==> config.mk <==
export PLATFORM = sky130hd
export DESIGN_NAME = adrv9001_tdd_sched
export DESIGN_NICKNAME = d
export VERILOG_FILES = /design/src/rtl/adrv9001_tdd_sched.sv
export SDC_FILE = /design/constraint.sdc
export NUM_CORES = 1
export LEC_CHECK = 0
export BUFFER_PORTS_ARGS = -buffer_cell sky130_fd_sc_hd__buf_2
export CAP_MARGIN = 20
export CORE_MARGIN = 4
export CORE_UTILIZATION = 25
export CTS_CLUSTER_DIAMETER = 150
export DETAILED_ROUTE_END_ITERATION = 16
export MAX_ROUTING_LAYER = met4
export PLACE_DENSITY = 0.5
export SLEW_MARGIN = 5
export SYNTH_ARGS = -nofsm -noshare
export SYNTH_HDL_FRONTEND = slang
export SYNTH_SLANG_ARGS = --single-unit
==> constraint.sdc <==
create_clock -name s_axi_aclk -period 3.5 [get_ports s_axi_aclk]
set_input_delay 0 -clock s_axi_aclk [delete_from_list [all_inputs] [get_ports s_axi_aclk]]
set_output_delay 0 -clock s_axi_aclk [all_outputs]
set_load 0.1 [all_outputs]
==> src/rtl/adrv9001_tdd_sched.sv <==
// ============================================================================
// adrv9001_tdd_sched: repeating TDD frame timeline driving rx1/rx2/tx1/tx2 enables
// Rev 1.0
// ============================================================================
`default_nettype none

module adrv9001_tdd_sched #(
  parameter int NUM_CH = 4,
  parameter int CNT_W  = 32,
  parameter bit MUTEX  = 1'b1
) (
  input  logic                    s_axi_aclk,
  input  logic                    s_axi_aresetn,
  input  logic                    start,
  input  logic                    stop,
  input  logic [CNT_W-1:0]        frame_len,
  input  logic [15:0]             num_frames,
  input  logic [NUM_CH*CNT_W-1:0] ch_on,
  input  logic [NUM_CH*CNT_W-1:0] ch_off,
  output logic [NUM_CH-1:0]       en,
  output logic                    busy,
  output logic                    frame_strobe,
  output logic                    done,
  output logic [15:0]             frame_idx,
  output logic                    conflict
);

  localparam int HALF = NUM_CH / 2;

  typedef enum logic [1:0] {
    S_IDLE = 2'd0,
    S_RUN  = 2'd1,
    S_LAST = 2'd2
  } state_t;

  state_t                  state_q, state_d;
  logic [CNT_W-1:0]        cnt_q, cnt_d;
  logic [CNT_W-1:0]        len_q, len_d;
  logic [NUM_CH*CNT_W-1:0] on_q, on_d;
  logic [NUM_CH*CNT_W-1:0] off_q, off_d;
  logic [15:0]             num_q, num_d;
  logic [15:0]             idx_q, idx_d;
  logic                    stop_q, stop_d;
  logic [NUM_CH-1:0]       en_q, en_d;
  logic                    strobe_q, strobe_d;
  logic                    done_q, done_d;
  logic                    conflict_q, conflict_d;

  logic [NUM_CH-1:0]       win;
  logic [NUM_CH-1:0]       win_mx;
  logic [NUM_CH-1:0]       clash;
  logic                    last_cyc;
  logic                    end_run;

  // Window evaluation against the shadowed offsets of the current frame.
  for (genvar k = 0; k < NUM_CH; k++) begin : g_win
    logic [CNT_W-1:0] on_k;
    logic [CNT_W-1:0] off_k;
    assign on_k   = on_q[k*CNT_W +: CNT_W];
    assign off_k  = off_q[k*CNT_W +: CNT_W];
    assign win[k] = (on_k < off_k) ? ((cnt_q >= on_k) && (cnt_q < off_k)) :
                    (on_k > off_k) ? ((cnt_q >= on_k) || (cnt_q < off_k)) :
                    1'b0;
  end

  // RX has priority: a TX window overlapping its paired RX window is masked.
  for (genvar k = 0; k < NUM_CH; k++) begin : g_mx
    if (MUTEX && (k >= HALF) && (k < 2 * HALF)) begin : g_pair
      assign win_mx[k] = win[k] & ~win[k-HALF];
      assign clash[k]  = win[k] &  win[k-HALF];
    end else begin : g_solo
      assign win_mx[k] = win[k];
      assign clash[k]  = 1'b0;
    end
  end

  assign last_cyc = (cnt_q == len_q - CNT_W'(1));
  assign end_run  = stop_q || stop ||
                    ((num_q != 16'd0) && (({1'b0, idx_q} + 17'd1) == {1'b0, num_q}));

  always_comb begin
    state_d    = state_q;
    cnt_d      = cnt_q;
    len_d      = len_q;
    on_d       = on_q;
    off_d      = off_q;
    num_d      = num_q;
    idx_d      = idx_q;
    stop_d     = stop_q;
    en_d       = '0;
    strobe_d   = 1'b0;
    done_d     = 1'b0;
    conflict_d = conflict_q;
    case (state_q)
      S_IDLE: begin
        if (start && !stop && (frame_len >= CNT_W'(2))) begin
          state_d    = S_RUN;
          cnt_d      = '0;
          idx_d      = '0;
          conflict_d = 1'b0;
          stop_d     = 1'b0;
          len_d      = frame_len;
          on_d       = ch_on;
          off_d      = ch_off;
          num_d      = num_frames;
          strobe_d   = 1'b1;
        end
      end
      S_RUN: begin
        en_d = win_mx;
        if (|clash) conflict_d = 1'b1;
        if (stop)   stop_d     = 1'b1;
        if (last_cyc) begin
          cnt_d = '0;
          idx_d = (idx_q == 16'hFFFF) ? idx_q : idx_q + 16'd1;
          if (end_run) begin
            state_d = S_LAST;
          end else begin
            len_d    = frame_len;
            on_d     = ch_on;
            off_d    = ch_off;
            strobe_d = 1'b1;
          end
        end else begin
          cnt_d = cnt_q + CNT_W'(1);
        end
      end
      S_LAST: begin
        state_d = S_IDLE;
        stop_d  = 1'b0;
        done_d  = 1'b1;
      end
      default: state_d = S_IDLE;
    endcase
  end

  always_ff @(posedge s_axi_aclk or negedge s_axi_aresetn) begin
    if (!s_axi_aresetn) begin
      state_q    <= S_IDLE;
      cnt_q      <= '0;
      len_q      <= '0;
      on_q       <= '0;
      off_q      <= '0;
      num_q      <= '0;
      idx_q      <= '0;
      stop_q     <= 1'b0;
      en_q       <= '0;
      strobe_q   <= 1'b0;
      done_q     <= 1'b0;
      conflict_q <= 1'b0;
    end else begin
      state_q    <= state_d;
      cnt_q      <= cnt_d;
      len_q      <= len_d;
      on_q       <= on_d;
      off_q      <= off_d;
      num_q      <= num_d;
      idx_q      <= idx_d;
      stop_q     <= stop_d;
      en_q       <= en_d;
      strobe_q   <= strobe_d;
      done_q     <= done_d;
      conflict_q <= conflict_d;
    end
  end

  assign en           = en_q;
  assign busy         = (state_q != S_IDLE);
  assign frame_strobe = strobe_q;
  assign done         = done_q;
  assign frame_idx    = idx_q;
  assign conflict     = conflict_q;

endmodule

`default_nettype wire

==> metrics.md <==
| Metric | Value |
|---|---|
| Slew @ Worst Pin | between 700 and 800 ps |
| Post-route setup slack | -239 ps |
| Sink Count | 362 |
| Final Hold Fails | 0 |
| Clock root cell | clkbuf_16 |
| Maximum clock insertion buffer count | 3 |
| Share of cells above drive strength 1 | between 20 and 30% |
| Max-slew violations | 0 |
| Net Count, Synth | approximately 3200 |
| Syn. warnings | 0 |
| Footprint of the multi-input gates | between 15000 and 20000 µm² |
| GRT overflow | 0 |
| IR drop worst, VDD | around 0.36 mV |
| Register area share after synthesis | 35.3% |
| M1 GR Usage | about 23% |
| RePlAce Congestion | just under 0.9 |
| Crit. End Element | register |
| Critical-path cell list | inv_1, ha_2, or4b_4, or4_4, buf_6, o21a_1, nor3_2, nor4_1, o2111a_1, and3_4, a21oi_4, buf_12, buf_12, mux2_2 |
| Initial DRC Count | roughly 1200 |
| Routed wire length | approximately 96000 µm |
| Mapped Area | around 26000 µm² |
| Busiest grt layer | met2 |
| Area contributors post-synth | dfrtp_1, ha_1, mux2_4 |
| Synth Instances | 2532 |
| Power Density | between 300 and 400 nW/µm² |
| Most common cell on crit path | buf_12 |
| Post-route cell area | ~36000 µm² |
| Area growth syn-to-layout | 38.6% |
| DIE HEIGHT | 328 µm |
| DR vias | between 20000 and 25000 |
| Layout fillers | 10300 |
| Unrepaired setup endpoints after global routing | yes |
| CTS buffer count | 46 |
| Crit Path Class | reg2reg |
| Asr flop ratio synth | 100% |
| Post-DP Area | 30400 µm² |
| Synth top area share | around a third |
| Crit path launch type | register |
| DRC viols | 0 |
| Run status | complete, but fails checks |
| Slew HR | roughly half |
| Largest net degree at the start of global routing | slightly below 90 |
| Seq cells post-synth | 362 |
| Row count | around 120 |
| First-pass DRT Iterations | 5 |
| Post-DP HPWL | 74200 µm |
| Worst path slowest cell | or4b_4 |
| Period utilization | 107% |
| Vias/cell | 4.68 |
| Fmax | ~0.27 GHz |
| Core Box Area | a little over 100000 µm² |
| FF+latch area | between 9000 and 10000 µm² |
| Grt met2 use | around 30% |
| Global-route usage over all layers | ~18% |
| First-pass GRT wire length | 143000 µm |
| Clk_lat worst skew | ~620 ps |
| Die X | about 330 µm |
| CTS tree | yes |
| Fin crit period | approximately 3700 ps |
| Max Cap Viol | 0 |
| Antenna-violating nets left | 0 |
| Syn avg cell area | a little over 10 µm² |
| Clk pin slew, worst setup/hold paths | 60 ps |
| Max Fanout on Critical Path | 23 |
| Number of nets in the layout | between 4000 and 5000 |
| CP Data Required Time | approximately 4000 ps |
| Count leader, synth | ha_1 |
| Initial Util | approximately 25% |
| # IOs | ~330 |
| TNS Setup | -53620 ps |
| IO buf count | about 330 |
| Hold Crit Class | in2reg |
| Post-synth top flop | dfrtp_1 |
| Initial antenna violation count | 8 |
| Failing checks | setup timing |
| WP data arrival | 4230 ps |
| Post-synth top cells | ha_1, dfrtp_1, inv_1 |
| Per-cell routed wire length | 20.2 µm |
| Slowest stage delay, CP | just over 500 ps |
| Total die area | 108000 µm² |
| CTS H-tree depth | 2 |
| Setup Skew | around 27 ps |
| Met3 Track Usage GR | 2.89% |
| Delay-heaviest family, CP | simple AND/OR/NAND/NOR gates |
| Synth area leader | dfrtp_1 |
| Leakage | 17.1 nW |
| Vias in the first global route | around 23000 |
| Buf/Inv on CP | 4 |
| Post-synth EDFFs | 0 |
| Final setup violation count | 304 |
| Yosys cell types | between 70 and 80 |
[cell families (layout without fill, tap and decap cells)]
group / count (synthesis) / in the layout / synth area share [%]
simple gates: 596 / 596 / 12.0
compound gates: 482 / 482 / 12.2
fa+ha+maj: 384 / 384 / 18.7
buf+inv: 366 / 1213 / 5.82
flops: 362 / 362 / 35.3
mux: 292 / 292 / 14.2
xor+xnor: 50 / 50 / 1.71
other cells: 0 / 7 / 0
[path summary, 6_finish.rpt]
check | depth (start not counted) | from | slack (ps) | to
min in group asynchronous | 3 | s_axi_aresetn | 420 | on_q[16]
min reg2reg | 1 | off_q[3] | 490 | off_q[3]
max reg2reg | 14 | len_q[1] | -240 | off_q[35]
min | 4 | num_frames[5] | 120 | num_q[5]
max in group asynchronous | 4 | s_axi_aresetn | 2270 | on_q[72]
max | 14 | len_q[1] | -240 | off_q[35]
[cell usage in the layout, fill, tap and decap left out, types with 12 or more instances in the layout]
cell type	synthesis	layout
mux2_1	72	66
nor2_1	79	79
buf_12	0	18
buf_4	1	175
a31oi_1	33	33
nand2_1	150	150
buf_2	21	330
nor2b_1	19	19
mux2_2	118	114
nand3_1	76	76
nand4_1	77	77
nand2b_1	28	28
a21o_1	47	47
a21oi_1	132	129
o211ai_1	21	21
mux2_4	98	108
dfrtp_1	362	351
and3_1	17	16
xor2_1	21	21
nor4_1	46	42
dlygate4sd3_1	0	307
o21a_1	19	19
clkbuf_16	0	47
nor3_1	44	42
a2111oi_0	13	12
xnor2_1	29	29
o21ai_0	91	88
inv_1	283	283
a211oi_1	24	24
ha_1	383	382
[state kept, by name (all words and copies together), names as in the netlist]
register and cells:
frame_idx 16, len_q 32, conflict 1, num_q 16, frame_strobe 1, off_q 128
stop_q 1, en 4, cnt_q 32, on_q 128, state_q 2, done 1
[report_power, final]
part | leakage (nW) | switching [mW] | internal, mW
clock network | 0.782 | 2.06 | 3.02
logic | 11.6 | 0.883 | 0.899
registers | 4.73 | 0.146 | 4.33
[worst min-delay path: cells and delay by family]
family | cells | cell delay [ps]
AND/OR/NAND/NOR | 2 | 90
buffers and inverters | 2 | 620
[through the flow]
| stage | worst slack [ps] | utilization, % | std cells | total power [mW] | hold WS, ps |
|---|---|---|---|---|---|
| 2_1_floorplan | -244 | - | 2532 | 5.32 | -296 |
| 3_3_place_gp | -425 | 29.8 | 4345 | 6.01 | 33.5 |
| 3_5_place_dp | -410 | 29.8 | 4345 | 6.03 | 36.3 |
| 4_1_cts | -250 | 34.8 | 4746 | 11.5 | 70.7 |
| 5_1_grt | -390 | 34.9 | 4754 | 11.9 | 114 |
| 6_report | -239 | 34.9 | 4754 | 11.3 | 120 |
[timing repair]
item	4_1_cts	5_1_grt
setup endpoints to repair	331	342
setup buffers	8	0
resized for setup	52	14
endpoints found under the hold margin	668	0
gates cloned	1	1
pin swaps	3	2
hold buffers	308	0
[metal layers]
metal	up-vias	part of all wire, %
met2	539	47
met5	-	0
met4	0	3.6
li1	10900	-
met3	137	4.9
met1	10700	44
[area by class of cell]
| cell class | instances | share of cell area [%] |
|---|---|---|
| clock buffers | 61 | 3.68 |
| repair buffers | 845 | 18.8 |
| well taps | 1368 | 4.81 |
| diodes | 7 | 0.0492 |
| flip-flops and latches | 362 | 25.5 |
| clock inverters | 23 | 0.823 |
| multi-input cells | 1804 | 43.3 |
| inverters | 284 | 3.00 |
No activity file was read; power rests on OpenSTA's default activity.
